**src/rtl/sample_capture_ctrl.sv**
```systemverilog
// Sample capture sequencer: FIFO reset, rate divider, channel packing, overflow.
// Optional word-count limit (limit/done ports) enabled by defining SAMPLE_LIMIT_EN.
module sample_capture_ctrl #(
    parameter int DIV_W      = 16,
    parameter int RST_CYCLES = 8
`ifdef SAMPLE_LIMIT_EN
    ,
    parameter int CNT_W      = 24
`endif
) (
    input  logic             clk,
    input  logic             rst,
    input  logic             start,
    input  logic             stop,
    input  logic [DIV_W-1:0] divider,
    input  logic [1:0]       mode,
    input  logic [15:0]      probe,
    input  logic             fifo_full,
`ifdef SAMPLE_LIMIT_EN
    input  logic [CNT_W-1:0] limit,
    output logic             done,
`endif
    output logic             fifo_rst,
    output logic [15:0]      sample_data,
    output logic             sample_data_avail,
    output logic             running,
    output logic             overflow
);

    localparam int RCW = (RST_CYCLES > 1) ? $clog2(RST_CYCLES) : 1;
    localparam logic [RCW-1:0] RLAST = RCW'(RST_CYCLES - 1);

    typedef enum logic [2:0] {
        S_IDLE,
        S_FRST,
        S_ARM,
        S_RUN,
        S_HALT
    } state_t;

    state_t           state;
    state_t           state_n;
    logic [RCW-1:0]   rcnt;
    logic [DIV_W-1:0] dcnt;
    logic [DIV_W-1:0] div_q;
    logic [1:0]       mode_q;
    logic [1:0]       idx;
    logic [1:0]       idx_n;
    logic [15:0]      pack;
    logic [15:0]      word;
    logic             tick;
    logic             wr;
    logic             lim_hit;

`ifdef SAMPLE_LIMIT_EN
    logic [CNT_W-1:0] limit_q;
    logic [CNT_W-1:0] wcnt;
`endif

    // Slot insertion and write decision for the current tick
    always_comb begin
        tick  = (state == S_RUN) && (dcnt == div_q);
        word  = pack;
        idx_n = idx;
        wr    = 1'b0;
        unique case (mode_q)
            2'd1: begin
                if (idx[0]) begin
                    word = {probe[7:0], pack[7:0]};
                end else begin
                    word = {pack[15:8], probe[7:0]};
                end
                idx_n = {1'b0, ~idx[0]};
                wr    = tick && idx[0];
            end
            2'd2: begin
                word[{idx, 2'b00} +: 4] = probe[3:0];
                idx_n = idx + 2'd1;
                wr    = tick && (idx == 2'd3);
            end
            default: begin
                word  = probe;
                idx_n = 2'd0;
                wr    = tick;
            end
        endcase
    end

`ifdef SAMPLE_LIMIT_EN
    always_comb begin
        lim_hit = 1'b0;
        if (wr && (limit_q != '0) && ((wcnt + CNT_W'(1)) == limit_q)) begin
            lim_hit = 1'b1;
        end
    end
`else
    always_comb begin
        lim_hit = 1'b0;
    end
`endif

    always_comb begin
        state_n = state;
        unique case (state)
            S_IDLE: begin
                if (start) begin
                    state_n = S_FRST;
                end
            end
            S_FRST: begin
                if (stop) begin
                    state_n = S_IDLE;
                end else if (rcnt == RLAST) begin
                    state_n = S_ARM;
                end
            end
            S_ARM: begin
                state_n = S_RUN;
            end
            S_RUN: begin
                if (stop || (wr && fifo_full) || lim_hit) begin
                    state_n = S_HALT;
                end
            end
            S_HALT: begin
                state_n = S_IDLE;
            end
            default: begin
                state_n = S_IDLE;
            end
        endcase
    end

    always_ff @(posedge clk) begin
        if (rst) begin
            state <= S_IDLE;
        end else begin
            state <= state_n;
        end
    end

    always_ff @(posedge clk) begin
        if (rst) begin
            rcnt              <= '0;
            dcnt              <= '0;
            div_q             <= '0;
            mode_q            <= 2'd0;
            idx               <= 2'd0;
            pack              <= 16'h0;
            sample_data       <= 16'h0;
            sample_data_avail <= 1'b0;
            overflow          <= 1'b0;
`ifdef SAMPLE_LIMIT_EN
            limit_q           <= '0;
            wcnt              <= '0;
            done              <= 1'b0;
`endif
        end else begin
            sample_data_avail <= wr;
            if (wr) begin
                sample_data <= word;
            end
            // The FIFO drops this word; flag it and let the FSM halt
            if (wr && fifo_full) begin
                overflow <= 1'b1;
            end
`ifdef SAMPLE_LIMIT_EN
            if (wr) begin
                wcnt <= wcnt + CNT_W'(1);
            end
            if (lim_hit) begin
                done <= 1'b1;
            end
`endif
            unique case (state)
                S_IDLE: begin
                    rcnt <= '0;
                    if (start) begin
                        div_q    <= divider;
                        mode_q   <= (mode == 2'd3) ? 2'd0 : mode;
                        overflow <= 1'b0;
`ifdef SAMPLE_LIMIT_EN
                        limit_q  <= limit;
                        wcnt     <= '0;
                        done     <= 1'b0;
`endif
                    end
                end
                S_FRST: begin
                    rcnt <= rcnt + 1'b1;
                end
                S_ARM: begin
                    dcnt <= '0;
                    idx  <= 2'd0;
                    pack <= 16'h0;
                end
                S_RUN: begin
                    if (tick) begin
                        dcnt <= '0;
                        pack <= word;
                        idx  <= idx_n;
                    end else begin
                        dcnt <= dcnt + 1'b1;
                    end
                end
                default: begin
                end
            endcase
        end
    end

    assign fifo_rst = (state == S_FRST);
    assign running  = (state == S_ARM) || (state == S_RUN);

endmodule
```
**config.mk**
```make
export PLATFORM = sky130hd
export DESIGN_NAME = sample_capture_ctrl
export DESIGN_NICKNAME = d
export VERILOG_FILES = /design/src/rtl/sample_capture_ctrl.sv
export SDC_FILE = /design/constraint.sdc
export NUM_CORES = 1
export LEC_CHECK = 0
export BUFFER_PORTS_ARGS = -buffer_cell sky130_fd_sc_hd__buf_2
export CAP_MARGIN = 30
export CORE_MARGIN = 2
export CORE_UTILIZATION = 57
export CTS_CLUSTER_DIAMETER = 200
export DETAILED_ROUTE_END_ITERATION = 7
export MAX_ROUTING_LAYER = met4
export PLACE_DENSITY = 0.8
export SLEW_MARGIN = 10
export SYNTH_ARGS = -nofsm -noshare
export SYNTH_HDL_FRONTEND = slang
export SYNTH_SLANG_ARGS = --single-unit
```
**constraint.sdc**
```tcl
create_clock -name clk -period 2.9 [get_ports clk]
set_clock_uncertainty 0.1 [all_clocks]
set_input_delay 0.145 -clock clk [delete_from_list [all_inputs] [get_ports clk]]
set_output_delay 0.145 -clock clk [all_outputs]
set_load 0.005 [all_outputs]
```
==> results.json <==
{
  "outcome": "finished, final reports clean",
  "wirelength_um": 9730,
  "slowest_stage": "ha_1",
  "num-nets-final": 562,
  "synth_top_area_frac": 0.403,
  "setup_ws_ns": 0.526,
  "worstSetupEndpointType": "register",
  "cts_max_level": 3,
  "mostFrequentLayoutCells": "76 x dfxtp_1, 68 x nand2_1, 58 x buf_2",
  "synth_top_cell_by_area": "dfxtp_1",
  "ys_warn_count": 0,
  "clock-root-buffer": "clkbuf_8",
  "initialDrtViolationCount": 242,
  "setup_viol": 0,
  "final.min_clock_period_ns": 2.37,
  "crit_chain": "inv_1, ha_1, inv_1, o211ai_1, nand3_2, clkinv_1, a22o_1",
  "startpoint": "mode_q[0]",
  "ant_nets": 0,
  "gr-total-overflow": 0,
  "cts.sinks": 76,
  "ir_drop_uv": 367,
  "final-max-slew-violation-count": 0,
  "critPathKind": "register to register",
  "power_density_nw_per_um2": 508,
  "synthesis.area_um2": 3770,
  "routedWlPerCell_um": 16.4,
  "dr.pass1.iters": 5,
  "fmax_ghz": 0.421,
  "cts_tree": "built",
  "p_leak_uw": 0.00176,
  "insertion_delay_ns": 0.35,
  "rsz0062_at_grt": "no",
  "chipWidth_um": 85.4,
  "drive_above_1_share": 0.183,
  "crit_fanout": 12,
  "io_pins": 59,
  "port_buffers": 58,
  "synth.distinct_cells": 54,
  "gp_congestion": 0.923,
  "grt_max_degree": 26,
  "r2r_start": "mode_q[0]",
  "synth-edff-count": 0,
  "timing.slew.headroom": 0.534,
  "drc": 0,
  "period_share": 0.818,
  "num_antenna_cells": 0,
  "vias_per_cell": 6.04,
  "hpwlAfterDp_um": 6460,
  "hp-class": "primary input to register",
  "yosys_most_used_dff": "dfxtp_1",
  "grt_util_all_layers": 0.277,
  "syn_nets": 489,
  "antenna_found_initial": 0,
  "setup_tns_ns": 0,
  "layout_commonest_cell": "dfxtp_1",
  "syn_inst": 440,
  "rows": 29,
  "worst_slew_pin_slew_ns": 0.698,
  "grt_pass1_vias": 3331,
  "ys_ff_latch": 76,
  "required_ns": 3.04,
  "dieArea_um2": 7280,
  "max_stage_delay_ns": 0.44,
  "hp-start": "probe[12]",
  "coreArea_um2": 6390,
  "start_util": 0.591,
  "cp_top_family": "buffers and inverters",
  "die_h_um": 85.4,
  "yosysSeqAreaShare": 0.403,
  "critPathLaunchType": "register",
  "cts-buffers-inserted": 9,
  "vias": 3593,
  "syn_area_per_cell_um2": 8.57,
  "critical_path_buf_inv_count": 3,
  "max-clock-path-buffers": 2,
  "cts.clk_slew.worst_paths_ns": 0.08,
  "cts_setup_buffers": 0,
  "synth.area.top_cells": "dfxtp_1 40%, nand2_1 6.8%, a22o_1 4.9%",
  "hold_viol": 0,
  "dp_slack_ns": 0.531,
  "async_flop_share": 0,
  "cp.arrival_ns": 2.52,
  "max_cap_violations": 0,
  "crit_top_cell": "inv_1",
  "area_growth_pct": 20.9,
  "grt_pass1_wl_um": 15800
}
==> power breakdown <==
group | switching, uW | leakage, uW | internal, uW
sequential | 16.8 | 0.000615 | 1060
combinational | 136 | 0.00102 | 101
clock | 403 | 0.000124 | 601
==> cells in the mapped netlist, types with 2 or more instances <==
cell type,count
dfxtp_1,76
nand2_1,68
o21ai_0,30
a21oi_1,26
a22o_1,21
inv_1,18
o2bb2ai_1,16
xnor2_1,16
clkbuf_1,15
nand3_1,11
ha_1,10
nand4_1,10
nor2_1,10
o22ai_1,10
a221o_1,8
nor2b_1,8
a22oi_1,6
nor3_1,6
a31oi_1,5
and2_1,5
buf_2,5
nand3b_1,4
or3_1,4
or4_1,4
a21o_1,3
buf_1,3
nand2b_1,3
nor4_1,3
o311ai_0,3
a32o_1,2
and3_1,2
buf_6,2
clkinv_1,2
nor2_2,2
or2_2,2
or3b_2,2
xnor2_2,2
==> final timing paths <==
kind                          to  cells past startpoint  slack (ns)
setup reg to reg  sample_data[7]                      7        0.53
hold / removal          pack[12]                      3        0.02
hold reg to reg   sample_data[8]                      1        0.37
setup / recovery  sample_data[7]                      7        0.53
==> through the flow <==
step | hold WS [ns] | std cells | total power (uW) | area (um2) | util
final | 0.0156 | 595 | 2320 | 4560 | 0.714
after global routing | 0.0326 | 595 | 2390 | 4560 | 0.714
after CTS | 0.00540 | 595 | 2310 | 4560 | 0.714
after detailed placement | 0.293 | 559 | 1310 | 4110 | 0.644
after global placement | 0.285 | 559 | 1300 | 4110 | 0.644
after floorplan | 0.169 | 440 | 1240 | 3770 | -
==> timing repair <==
item	CTS	global route
resized for setup	0	0
hold buffers	20	0
hold endpoints to repair	19	0
==> cell type report <==
cell class | count | area [um2]
multi-input combinational | 319 | 2060
sequential | 76 | 1520
timing repair buffer | 87 | 558
clock buffer | 11 | 141
inverter | 20 | 75.1
clock inverter | 5 | 108
tap | 77 | 96.3
fill | 504 | 1830
==> routing by layer <==
layer | part of all wire | global-route usage | vias to the layer above
li1 | - | - | 1756
met1 | 0.45 | 0.382 | 1670
met2 | 0.47 | 0.422 | 150
met3 | 0.067 | 0.0496 | 17
met4 | 0.014 | 0.0707 | 0
met5 | 0 | - | -
==> tightest hold or removal path, delay by kind of cell <==
| kind | cells | cell delay [ns] |
|---|---|---|
| buffers and inverters | 1 | 0.07 |
| AO/OA/AOI/OAI | 2 | 0.22 |
==> state kept, by name, summed over array words and instances, names as in the netlist <==
signal             cells
mode_q                 2
sample_data           16
sample_data_avail      1
state                  3
idx                    2
pack                  16
dcnt                  16
div_q                 16
rcnt                   3
overflow               1
==> logic make-up after synthesis <==
| family | Yosys count | share of synthesized area |
|---|---|---|
| buffers and inverters | 45 | 0.0504 |
| adder cells (fa/ha/maj) | 10 | 0.0332 |
| AND/OR/NAND/NOR | 149 | 0.203 |
| AO/OA/AOI/OAI | 140 | 0.259 |
| multiplexers | 1 | 0.00265 |
| XOR/XNOR | 19 | 0.0481 |
| flip-flops | 76 | 0.403 |
Power figures use the tool's default switching activity.
